## src/rtl/axis_rr_arbiter.sv

```systemverilog
// Two-input AXI-Stream round-robin arbiter; each grant is locked for BURST accepted beats.
module axis_rr_arbiter #(
    parameter int unsigned BURST = 8
) (
    input  logic        clk,
    input  logic        rst_n,
    input  logic        S0_AXIS_TVALID,
    input  logic [7:0]  S0_AXIS_TDATA,
    output logic        S0_AXIS_TREADY,
    input  logic        S1_AXIS_TVALID,
    input  logic [7:0]  S1_AXIS_TDATA,
    output logic        S1_AXIS_TREADY,
    output logic        M_AXIS_TVALID,
    output logic [7:0]  M_AXIS_TDATA,
    output logic        M_AXIS_TLAST,
    output logic        M_AXIS_TID,
    input  logic        M_AXIS_TREADY,
    output logic        busy,
    output logic [15:0] bursts_done
);

    localparam int unsigned CNT_W = 8;
    localparam int unsigned BD_W  = 16;
    localparam logic [CNT_W-1:0] LAST_IDX = CNT_W'(BURST - 1);

    localparam logic [0:0] ST_IDLE  = 1'b0;
    localparam logic [0:0] ST_GRANT = 1'b1;

    logic [0:0]       state;
    logic [0:0]       state_nxt;
    logic             sel;
    logic             sel_nxt;
    logic             rr_ptr;
    logic             rr_ptr_nxt;
    logic [CNT_W-1:0] beat_cnt;
    logic [CNT_W-1:0] beat_cnt_nxt;
    logic [BD_W-1:0]  bursts_done_nxt;
    logic             mvalid_c;

    // State and counter registers with synchronous active-low reset.
    always_ff @(posedge clk) begin
        if (!rst_n) begin
            state       <= ST_IDLE;
            sel         <= 1'b0;
            rr_ptr      <= 1'b0;
            beat_cnt    <= '0;
            bursts_done <= '0;
        end else begin
            state       <= state_nxt;
            sel         <= sel_nxt;
            rr_ptr      <= rr_ptr_nxt;
            beat_cnt    <= beat_cnt_nxt;
            bursts_done <= bursts_done_nxt;
        end
    end

    // Arbitration, burst counting and the combinational datapath mux.
    always_comb begin
        state_nxt       = state;
        sel_nxt         = sel;
        rr_ptr_nxt      = rr_ptr;
        beat_cnt_nxt    = beat_cnt;
        bursts_done_nxt = bursts_done;
        mvalid_c        = 1'b0;
        M_AXIS_TVALID   = 1'b0;
        M_AXIS_TDATA    = '0;
        M_AXIS_TLAST    = 1'b0;
        M_AXIS_TID      = sel;
        S0_AXIS_TREADY  = 1'b0;
        S1_AXIS_TREADY  = 1'b0;
        busy            = 1'b0;

        case (state)
            ST_IDLE: begin
                beat_cnt_nxt = '0;
                if (S0_AXIS_TVALID && S1_AXIS_TVALID) begin
                    sel_nxt   = rr_ptr;
                    state_nxt = ST_GRANT;
                end else if (S0_AXIS_TVALID) begin
                    sel_nxt   = 1'b0;
                    state_nxt = ST_GRANT;
                end else if (S1_AXIS_TVALID) begin
                    sel_nxt   = 1'b1;
                    state_nxt = ST_GRANT;
                end
            end
            ST_GRANT: begin
                busy           = 1'b1;
                mvalid_c       = sel ? S1_AXIS_TVALID : S0_AXIS_TVALID;
                M_AXIS_TVALID  = mvalid_c;
                M_AXIS_TDATA   = sel ? S1_AXIS_TDATA : S0_AXIS_TDATA;
                S0_AXIS_TREADY = !sel && M_AXIS_TREADY;
                S1_AXIS_TREADY = sel && M_AXIS_TREADY;
                M_AXIS_TLAST   = (beat_cnt == LAST_IDX) && mvalid_c;
                if (mvalid_c && M_AXIS_TREADY) begin
                    if (beat_cnt == LAST_IDX) begin
                        state_nxt       = ST_IDLE;
                        rr_ptr_nxt      = !sel;
                        beat_cnt_nxt    = '0;
                        bursts_done_nxt = bursts_done + BD_W'(1);
                    end else begin
                        beat_cnt_nxt = beat_cnt + CNT_W'(1);
                    end
                end
            end
        endcase
    end

endmodule
```

## config.mk

```make
export PLATFORM = sky130hd
export DESIGN_NAME = axis_rr_arbiter
export DESIGN_NICKNAME = d
export VERILOG_FILES = /design/src/rtl/axis_rr_arbiter.sv
export SDC_FILE = /design/constraint.sdc
export NUM_CORES = 1
export LEC_CHECK = 0
export CORE_ASPECT_RATIO = 0.75
export CORE_MARGIN = 2
export CORE_UTILIZATION = 40
export DETAILED_ROUTE_END_ITERATION = 8
export PLACE_DENSITY = 0.72
export SLEW_MARGIN = 20
export SYNTH_ARGS = -nofsm -noshare
export SYNTH_HDL_FRONTEND = slang
export SYNTH_SLANG_ARGS = --single-unit
```

## constraint.sdc

```tcl
create_clock -name clk -period 3.5 [get_ports clk]
set_input_delay 0.35 -clock clk [delete_from_list [all_inputs] [get_ports clk]]
set_output_delay 0.35 -clock clk [all_outputs]
set_load 0.1 [all_outputs]
```

# Yosys cells after proc, flatten, opt, wreduce, memory -nomap -nowiden
# Cells that the tools add are included.
dict set report classes {
  eq_ne 2
  muxes 20
  bitwise 1
  add_sub_neg 2
  n_reduce_logical 9
}
# cell count
set op_table {}
lappend op_table {{$mux 8} 4}
lappend op_table {{$add 16x1->16 const B} 1}
lappend op_table {{$pmux 8 s2} 1}
lappend op_table {{$mux 1} 14}
lappend op_table {{$add 8x1->8 const B} 1}
lappend op_table {{$eq 8x3->1 const B} 1}
lappend op_table {{$logic_and 1x1->1} 5}
lappend op_table {{$reduce_and 3->1} 1}
lappend op_table {{$reduce_bool 3->1} 1}
lappend op_table {{$ne 2x1->1 const B} 1}
lappend op_table {{$pmux 1 s2} 1}
lappend op_table {{$reduce_and 2->1} 1}
lappend op_table {{$logic_not 1->1} 1}
lappend op_table {{$not 1->1} 1}
dict set report totals {
  wordCells 39
  ff_bits 27
  in_bits 21
}

# Longest topological paths before layout
dict set report depth {
  ltp_word 4
  ltp_mapped 6
}

# Least setup slack after synthesis
# Ideal clock, no wire load.
dict set report synth_path {
  path_kind {register to output}
  from {register state}
  to {output port M_AXIS_TLAST}
  arrival_ns 3.825
  setup_slack_ns -0.675
  required_ns 3.150
  path_stages_with_launch 5
  path_cell_list {dfxtp_1 clkbuf_1 clkinv_1 nor2_1 and3_1}
}
dict set report synth_via {
  elab_chain_len 1
}
# element line_no
set synth_lines {}
lappend synth_lines {{start, declared} 29} ;# logic [0:0] state;
lappend synth_lines {{start signal, assigned} 49} ;# state <= state_nxt;
lappend synth_lines {{$mux 1} 73} ;# case (state)
lappend synth_lines {{end, declared} 15} ;# output logic M_AXIS_TLAST,
# No other way between the ends.

# Worst setup path after layout
dict set report layout_path {
  from {register sel, in the netlist M_AXIS_TID}
  to {output port M_AXIS_TLAST}
}
dict set report layout_via {
  elab_chain_len 3
}
# element line_no
set layout_lines {}
lappend layout_lines {{start, declared} 31} ;# logic sel;
lappend layout_lines {{start signal, assigned} 50} ;# sel <= sel_nxt;
lappend layout_lines {{$mux 1} 89} ;# mvalid_c = sel ? S1_AXIS_TVALID : S0_AXIS_TVALID;
lappend layout_lines {{$logic_and 1x1->1} 94} ;# M_AXIS_TLAST = (beat_cnt == LAST_IDX) && mvalid_c;
lappend layout_lines {{$mux 1} 73}
# No other way between the ends.

==> results by group <==
Drt
  – Drt pass-1 iters: 4
  – Final ANT Viol Nets: 0
  – Per-cell routed wire length: 12.9 µm
  – Iter 0 DRT Violations: 95
  – Detailed Route WL: 3560 µm
  – Number of vias per cell: 5.32
  – Drt drc: 0
  – Vias: 1469

Placement
  – Detailed-placement wirelength estimate: 2640 µm
  – Port Buffers: 50
  – Final GP Congestion: 0.741
  – Dpl cell area: 0.00198 mm²
  – Worst slack, placed: 1.08 ns

Die
  – Io pins: 51
  – Core Area: 0.00361 mm²
  – Site Rows: 19
  – Die Width: 74.3 µm
  – Die H: 56.7 µm
  – Initial core utilization: 41.0%
  – Die area: 0.00421 mm²

CTS
  – Post-CTS Setup Inserts: 0
  – CTS clock-pin slew for the worst setup and hold paths: 0.09 ns
  – CTS tree: built
  – CTS Hold Bufs: 0
  – CTS Root Cell: clkbuf_8
  – Resize count post-CTS: 0
  – Total number of H-tree levels: 1
  – Clock sinks: 27
  – CTS max path bufs: 2
  – Cts bufs inserted: 3
  – Clk Latency, worst-skew pair: 0.27 ns

Job
  – Max Cap Violations: 0

Pwr
  – LEAKAGE: 0.702 nW
  – Power per cell area: 310 mW/mm²
  – Maximum vdd drop: 196 µV
  – Tot Pwr: 0.000628 W

Global routing
  – First-pass GRT wire length: 5960 µm
  – Global Route Usage Sum: 17.6%
  – Initial antenna violation count: 0
  – Vias in the first global route: 1304
  – Total global routing overflow: 0
  – Largest net degree at the start of global routing: 20

Critical path
  – Worst-case reg-to-reg path depth: 4
  – CP peak stage delay: 0.76 ns
  – WP buf/inv: 1
  – Worst Path Max Fanout: 15
  – WP depth: 4
  – Crit Path Class: reg2out
  – Cells along the critical path: mux2i_1, nor2_4, and3_1, buf_4
  – Kind of cell adding the most delay to the critical path: flip-flops
  – Crit path arrival time: 2.10 ns
  – CP endpoint kind: output port
  – Critical-path cell with the highest stage delay: dfxtp_1
  – Startpoint types: flop
  – Critical path data required time: 3.15 ns

Final layout
  – Leading cell type in the layout, fill and taps excluded: clkdlybuf4s50_1
  – Fillers: 349
  – Fin nets: 249
  – Reg area: 541 µm²
  – Area added between synthesis and finish: 37.0%
  – Commonest cells after routing, fill and taps aside: 37 x clkdlybuf4s50_1, 27 x dfxtp_1, 17 x nor2_1, 15 x a21oi_1
  – Final Cell Area: 0.00203 mm²
  – Diode count: 0
  – Layout cells sized above 1: 9.82%
  – Multi-input logic area: 892 µm²

STA
  – Max-slew violation count: 0
  – Worst setup margin: 1.05 ns
  – RSZ-0062 raised after global routing: no
  – Final Setup Violations: 0
  – Skew final: 0.00897 ns
  – Fmax: 0.408 GHz
  – Tcrit/Tclk final: 70.0%
  – Min Tclk post-route: 2.45 ns
  – Hold Fails Final Rpt: 0
  – Setup TNS Final: 0 ns
  – Slew margin rel.: 34.5%
  – Worst Hold Margin: 0.481 ns
  – Worst-margin pin slew: 0.980 ns

Logic synthesis
  – Largest family of logic cells by synthesized area: simple AND/OR/NAND/NOR gates
  – Post-Synth Adder-Cell Area: 2.53%
  – Syn avg cell area: 8.28 µm²
  – Post-Syn Area: 0.00148 mm²
  – Simple-Gate Fraction of Synth Area: 29.0%
  – Sequential share of the synthesized area: 36.5%
  – Post-Synth XOR/XNOR Area: 2.36%
  – Multiplexer share of the synthesized area: 8.87%
  – Ys flop type: dfxtp_1
  – Yosys reg bits: 27
  – EDFF count, synth: 0
  – Yosys warning total: 0
  – Post-Synthesis Cells: 179
  – Number of library cell types mapped by synthesis: 37
  – Syn_nets: 203
  – Synth Area in Compound Gates: 17.0%
  – Asr flop ratio synth: 0%

Outcome
  – Outcome: complete, no violations

Min path
  – Hold Path Depth: 2
  – Worst Hold Class: reg2reg
==> registers in the layout, summed over array words and instances, names as in the netlist <==
register / cells
state: 1
bursts_done: 16
M_AXIS_TID: 1
rr_ptr: 1
beat_cnt: 8
==> power by group <==
group	internal [W]	total [W]	switching, W	leakage (nW)
clock	0.0000815	0.000174	0.0000925	0.0228
combinational	0.0000425	0.000139	0.0000962	0.461
sequential	0.000309	0.000316	0.00000686	0.218
==> per-layer routing <==
metal / routed length [µm] / global-route usage (%) / vias up
met5: 0 / 0 / -
met4: 22 / 3.06 / 0
met3: 177 / 4.13 / 2
met2: 1530 / 26.7 / 39
met1: 1830 / 25.7 / 671
li1: - / - / 757
==> through the flow <==
| stage | cells | utilization [%] |
|---|---|---|
| detailed placement | 272 | 54.9 |
| floorplan | 179 | - |
| global route | 276 | 56.2 |
| CTS | 276 | 56.2 |
| finish | 276 | 56.2 |
| global placement | 272 | 54.9 |
==> cells in the mapped netlist (2+ instances only) <==
cell       n  area (µm²)
a41oi_1    2        17.5
inv_1      3        11.3
xor2_1     3        26.3
a31oi_1    3        18.8
or3_1      8        50.1
o31ai_1    3        22.5
nor2_1    18        67.6
clkbuf_1   5        18.8
o21ai_0   12        60.1
nand2_1   13        48.8
nand3_1   12        60.1
dfxtp_1   27         541
nand4_1    6        37.5
mux2i_1   12         120
and4_1     3        26.3
a21oi_1   15        75.1
or4_1      4        30.0
buf_2      3        15.0
a211oi_1   2        15.0
and3_1     5        31.3
ha_1       3        37.5
clkinv_1   2        7.51
==> logic make-up (layout without fill, tap and decap cells) <==
group	after synthesis	in the layout
fa+ha+maj	3	3
simple gates	76	76
xor+xnor	4	4
buf+inv	14	59
flops	27	27
compound gates	42	42
mux	13	13
==> layout make-up <==
cell class	instances	area share, %
multi-input cells	138	44.0
flip-flops and latches	27	26.6
repair buffers	50	23.1
well taps	52	3.21
clock buffers	4	2.22
inverters	5	0.925
==> tightest hold or removal path: stages (launching register included) <==
cell	delay, ns
dfxtp_1	0.33
nand2_1	0.05
mux2i_1	0.05
==> worst paths after layout <==
check | from | endpoint | slack [ns]
setup / recovery | M_AXIS_TID | M_AXIS_TLAST | 1.05
hold / removal | bursts_done[15] | bursts_done[15] | 0.48
setup reg to reg | M_AXIS_TID | bursts_done[3] | 1.13
hold reg to reg | bursts_done[15] | bursts_done[15] | 0.48
Power figures use the tool's default switching activity.
